**src/rtl/id_buffer_pkg.sv**
```systemverilog
// Shared definitions for the decode-entry buffer: immediate format codes
// (also consumed by the sign-extender) and the RV32I major opcodes.
package id_buffer_pkg;

  typedef enum logic [2:0] {
    IMM_NO = 3'd0,
    IMM_RT = 3'd1,
    IMM_IT = 3'd2,
    IMM_ST = 3'd3,
    IMM_BT = 3'd4,
    IMM_UT = 3'd5,
    IMM_JT = 3'd6
  } imm_type_e;

  localparam logic [6:0] OPC_OP       = 7'b0110011;
  localparam logic [6:0] OPC_OP_IMM   = 7'b0010011;
  localparam logic [6:0] OPC_LOAD     = 7'b0000011;
  localparam logic [6:0] OPC_JALR     = 7'b1100111;
  localparam logic [6:0] OPC_SYSTEM   = 7'b1110011;
  localparam logic [6:0] OPC_MISC_MEM = 7'b0001111;
  localparam logic [6:0] OPC_STORE    = 7'b0100011;
  localparam logic [6:0] OPC_BRANCH   = 7'b1100011;
  localparam logic [6:0] OPC_LUI      = 7'b0110111;
  localparam logic [6:0] OPC_AUIPC    = 7'b0010111;
  localparam logic [6:0] OPC_JAL      = 7'b1101111;

endpackage

```
**src/rtl/imm_type_decode.sv**
```systemverilog
// Combinational opcode classifier used on the push path: maps an instruction
// word to its immediate format code and an illegal-opcode flag.
module imm_type_decode
  import id_buffer_pkg::*;
(
  input  logic [31:0] instr_i,
  output imm_type_e   imm_type_o,
  output logic        illegal_o
);

  logic illegal_opc_s;
  logic unused_instr_s;

  assign unused_instr_s = ^instr_i[31:7];

  always_comb begin
    imm_type_o    = IMM_NO;
    illegal_opc_s = 1'b0;
    case (instr_i[6:0])
      OPC_OP:                                      imm_type_o = IMM_RT;
      OPC_OP_IMM, OPC_LOAD, OPC_JALR,
      OPC_SYSTEM, OPC_MISC_MEM:                    imm_type_o = IMM_IT;
      OPC_STORE:                                   imm_type_o = IMM_ST;
      OPC_BRANCH:                                  imm_type_o = IMM_BT;
      OPC_LUI, OPC_AUIPC:                          imm_type_o = IMM_UT;
      OPC_JAL:                                     imm_type_o = IMM_JT;
      default: begin
        imm_type_o    = IMM_NO;
        illegal_opc_s = 1'b1;
      end
    endcase
  end

  // Compressed/non-32-bit encodings are illegal whatever the opcode field says.
  assign illegal_o = illegal_opc_s | (instr_i[1:0] != 2'b11);

endmodule

```
**src/rtl/id_buffer.sv**
```systemverilog
// Decode-entry buffer: 2-entry skid FIFO between fetch and decode with
// registered ready, push-time immediate classification and flush support.
module id_buffer
  import id_buffer_pkg::*;
#(
  parameter int          PC_WIDTH  = 32,
  parameter logic [31:0] NOP_INSTR = 32'h0000_0013
) (
  input  logic                i_clk,
  input  logic                i_rst,
  input  logic                i_valid,
  output logic                o_ready,
  input  logic [31:0]         i_instr,
  input  logic [PC_WIDTH-1:0] i_pc,
  input  logic                i_flush,
  output logic                o_valid,
  input  logic                i_ready,
  output logic [31:0]         o_instr,
  output logic [PC_WIDTH-1:0] o_pc,
  output logic [2:0]          o_imm_type,
  output logic [24:0]         o_imm_data,
  output logic                o_illegal
);

  logic [31:0]         instr_q   [2];
  logic [PC_WIDTH-1:0] pc_q      [2];
  imm_type_e           type_q    [2];
  logic                illegal_q [2];

  logic [1:0] count_q, count_d;
  logic       wr_ptr_q, wr_ptr_d;
  logic       rd_ptr_q, rd_ptr_d;
  logic       ready_q, ready_d;

  imm_type_e  dec_type_s;
  logic       dec_illegal_s;
  logic       push_s;
  logic       pop_s;

  imm_type_decode u_imm_type_decode (
    .instr_i    (i_instr),
    .imm_type_o (dec_type_s),
    .illegal_o  (dec_illegal_s)
  );

  // Flush wins over a same-cycle push so a redirected fetch never lands.
  assign push_s = i_valid && ready_q && !i_flush;
  assign pop_s  = o_valid && i_ready;

  always_comb begin
    count_d  = count_q;
    wr_ptr_d = wr_ptr_q;
    rd_ptr_d = rd_ptr_q;
    if (i_flush) begin
      count_d  = 2'd0;
      wr_ptr_d = 1'b0;
      rd_ptr_d = 1'b0;
    end else begin
      wr_ptr_d = wr_ptr_q ^ push_s;
      rd_ptr_d = rd_ptr_q ^ pop_s;
      case ({push_s, pop_s})
        2'b10:   count_d = count_q + 2'd1;
        2'b01:   count_d = count_q - 2'd1;
        default: count_d = count_q;
      endcase
    end
    ready_d = (count_d < 2'd2);
  end

  always_ff @(posedge i_clk) begin
    if (i_rst) begin
      count_q  <= 2'd0;
      wr_ptr_q <= 1'b0;
      rd_ptr_q <= 1'b0;
      ready_q  <= 1'b1;
    end else begin
      count_q  <= count_d;
      wr_ptr_q <= wr_ptr_d;
      rd_ptr_q <= rd_ptr_d;
      ready_q  <= ready_d;
    end
  end

  always_ff @(posedge i_clk) begin
    if (i_rst) begin
      for (int i = 0; i < 2; i++) begin
        instr_q[i]   <= NOP_INSTR;
        pc_q[i]      <= '0;
        type_q[i]    <= IMM_NO;
        illegal_q[i] <= 1'b0;
      end
    end else if (push_s) begin
      instr_q[wr_ptr_q]   <= i_instr;
      pc_q[wr_ptr_q]      <= i_pc;
      type_q[wr_ptr_q]    <= dec_type_s;
      illegal_q[wr_ptr_q] <= dec_illegal_s;
    end
  end

  assign o_ready    = ready_q;
  assign o_valid    = (count_q != 2'd0);
  assign o_instr    = o_valid ? instr_q[rd_ptr_q] : NOP_INSTR;
  assign o_pc       = o_valid ? pc_q[rd_ptr_q] : '0;
  assign o_imm_type = o_valid ? type_q[rd_ptr_q] : IMM_NO;
  assign o_illegal  = o_valid ? illegal_q[rd_ptr_q] : 1'b0;
  assign o_imm_data = o_instr[31:7];

endmodule

```
**config.mk**
```make
export PLATFORM = sky130hd
export DESIGN_NAME = id_buffer
export DESIGN_NICKNAME = d
export VERILOG_FILES = /design/src/rtl/id_buffer_pkg.sv /design/src/rtl/imm_type_decode.sv /design/src/rtl/id_buffer.sv
export SDC_FILE = /design/constraint.sdc
export NUM_CORES = 1
export LEC_CHECK = 0
export BUFFER_PORTS_ARGS = -buffer_cell sky130_fd_sc_hd__clkbuf_2
export CAP_MARGIN = 20
export CELL_PAD_IN_SITES_DETAIL_PLACEMENT = 1
export CELL_PAD_IN_SITES_GLOBAL_PLACEMENT = 2
export CORE_UTILIZATION = 32
export CTS_CLUSTER_SIZE = 24
export DETAILED_ROUTE_END_ITERATION = 10
export PLACE_DENSITY = 0.87
export SLEW_MARGIN = 20
export SYNTH_ARGS = -nofsm -noshare
export SYNTH_HDL_FRONTEND = slang
export SYNTH_HIERARCHICAL = 1
export SYNTH_SLANG_ARGS = --single-unit
```
**constraint.sdc**
```tcl
create_clock -name i_clk -period 4.5 [get_ports i_clk]
set_input_delay 0.9 -clock i_clk [delete_from_list [all_inputs] [get_ports i_clk]]
set_output_delay 0.9 -clock i_clk [all_outputs]
set_load 0.05 [all_outputs]
```
==> flow_summary.yaml <==
worst_hold_path:
  min_path_cells: 3
  hp-start: "o_ready"
  min_to: "wr_ptr_q"
  hold_class: "reg2reg"
finish:
  nNetsFinal: 722
  finalInstanceArea_mm2: 0.008079
  n_antenna_cell: 0
  mostFrequentLayoutCells: "163 x clkbuf_2, 136 x edfxtp_1, 130 x and3_1"
  drive_above_1_share_pct: 31.02
  syn2layout_area_growth_pct: 19.82
  fin_util_pct: 39.55
  final_common_cell: "clkbuf_2"
run_status:
  status: "finished, final reports clean"
clock_tree:
  postCtsSetupBuffers: 0
  ctsHoldBuffers: 0
  clkSinkCount: 141
  cts_buffers: 17
  cts_resized: 0
  clockBufferDepth: 2
  htree_num_levels: 4
  cts-root-buf: "clkbuf_16"
  clk_pin_slew_ns: 0.06
  cts_tree: "done"
  clkLatencyLatePin_ns: 0.41
floorplan:
  die_h_um: 147.2
  ios: 164
  initial_core_util_pct: 33.00
  core_region_area_mm2: 0.02043
  die_w_um: 147.2
  rows: 52
  die_area_mm2: 0.02166
synthesis:
  ys_seq_area_share_pct: 62.05
  synth_area_per_cell_um2: 12.67
  synth_nets: 602
  synth_flop_cell: "edfxtp_1"
  ys_warn_count: 6
  synth-async-reset-ratio_pct: 0
  syn_inst: 532
  synth_edf_count: 136
  ys_ff_latch: 141
  syn_area_mm2: 0.006743
  synth_cell_types: 35
setup_path:
  ff2ff_path_depth: 4
  worstSetupStartpointType: "flop"
  worstSetupPathType: "reg2reg"
  crit_path_max_fanout: 70
  r2r-end: "instr_q[1][18]"
  reg2reg_from: "wr_ptr_q"
  crit_arrival_ns: 3.27
  r2r_slack_ns: 1.28
  endpoint_kind: "flop"
  worst_ep_required_time_ns: 4.54
timing:
  fin_crit_ns: 3.224
  drv_slew: 0
  clock_skew_ns: 0.005137
  hold_violations: 0
  layout_worst_path_cycle_share_pct: 71.64
  fmax_ghz: 0.3102
  whs_ns: 0.6146
  finalSetupViolCount: 0
  grt_setup_unrepaired: "false"
  slew_headroom_pct: 39.84
  worst_slew_pin_slew_ns: 0.9024
pwr:
  ir_drop_mv: 0.2113
  p_leak_uw: 0.003544
  cellPowerDensity_mw_per_mm2: 376.6
drt:
  num_vias: 4504
  drt_iter0_drc: 196
  route.detailed.drc: 0
  viasPerCell: 4.822
  antenna_left: 0
  routedWlPerCell_um: 17.21
  wirelength_um: 16070
  firstDrtPassIters: 4
global_routing:
  grt_pass1_vias: 4820
  grt_pass1_wl_um: 25270
  antenna_found_initial: 0
  grt_overflow: 0
  gr-usage-all-layers_pct: 15.28
  grt_max_degree: 131
placed_design:
  gp_congestion: 0.7857
  dp_hpwl_um: 10350
  portBuffers: 163
  dpl_cell_area_mm2: 0.007536
job:
  cap_violations: 0
[cells by family (layout without fill, tap and decap cells)]
kind of cell | after synthesis | after routing | synth area share, %
DFF | 141 | 141 | 62.05
muxes | 68 | 68 | 10.09
buffers and inverters | 74 | 206 | 7.181
xor gates and xnor gates | 5 | 5 | 0.6496
and+or+nand+nor | 229 | 229 | 18.37
adders and majority gates | 1 | 1 | 0.1855
AOI/OAI and AO/OA | 14 | 14 | 1.466
[worst max-delay path by stage]
stage                          end     start
detailed placement     o_instr[22]  rd_ptr_q
finish              instr_q[1][18]  wr_ptr_q
global route        instr_q[1][29]  wr_ptr_q
CTS                    o_instr[22]  rd_ptr_q
floorplan             illegal_q[0]   i_flush
global placement       o_instr[23]  rd_ptr_q
[Yosys cell counts (all sizes together), types with 2 or more instances]
library cell | instances | area [µm²]
a21oi | 3 | 18.77
and3 | 130 | 813.3
buf | 52 | 401.6
clkbuf | 18 | 67.56
dfxtp | 5 | 100.1
edfxtp | 136 | 4084
inv | 4 | 15.01
mux2i | 68 | 680.7
nand2 | 8 | 30.03
nor2 | 74 | 277.8
nor3 | 2 | 10.01
nor4 | 2 | 12.51
o21a | 2 | 15.01
o21ai | 2 | 10.01
o21bai | 2 | 15.01
or3 | 6 | 37.54
xnor2 | 2 | 17.52
xor2 | 3 | 26.28
[final cells by class]
class / instances / area [µm²]
Inverter: 4 / 16.27
Multi-Input combinational cell: 317 / 2108
Clock inverter: 8 / 46.29
Timing Repair Buffer: 171 / 933.4
Sequential cell: 141 / 4189
Fill cell: 2249 / 12350
Tap cell: 270 / 337.8
Clock buffer: 23 / 447.9
[through the flow]
step / power [µW] / worst slack, ns / instances / TNS (ns)
after floorplan: 1782 / -0.2994 / 532 / -40.72
after global placement: 1864 / 1.648 / 901 / 0
after detailed placement: 1879 / 1.542 / 901 / 0
after CTS: 3079 / 1.102 / 932 / 0
after global routing: 3155 / 0.9645 / 934 / 0
final: 3042 / 1.276 / 934 / 0
[metal layers]
layer	vias to the layer above	wire (µm)	GRT usage, %
met1	2205	6870	17.43
met2	119	7980	26.98
met3	18	958	4.037
li1	2162	-	-
met5	-	0	0
met4	0	262	6.289
[power by group]
part / switching, µW / internal, µW
logic: 217 / 88.0
clock network: 499 / 695
registers: 27.6 / 1520
[flip-flops by register name, summed over array words and instances (netlist names)]
name / cells
wr_ptr_q: 1
count_q: 2
pc_q: 64
type_q: 6
instr_q: 64
rd_ptr_q: 1
illegal_q: 2
o_ready: 1
[critical path, stage by stage, from the launching register on]
cell and delay (ns):
dfxtp_2 0.69, buf_4 0.46, clkinv_2 0.80, o21bai_4 0.39, buf_4 0.49
Power figures use the tool's default switching activity.
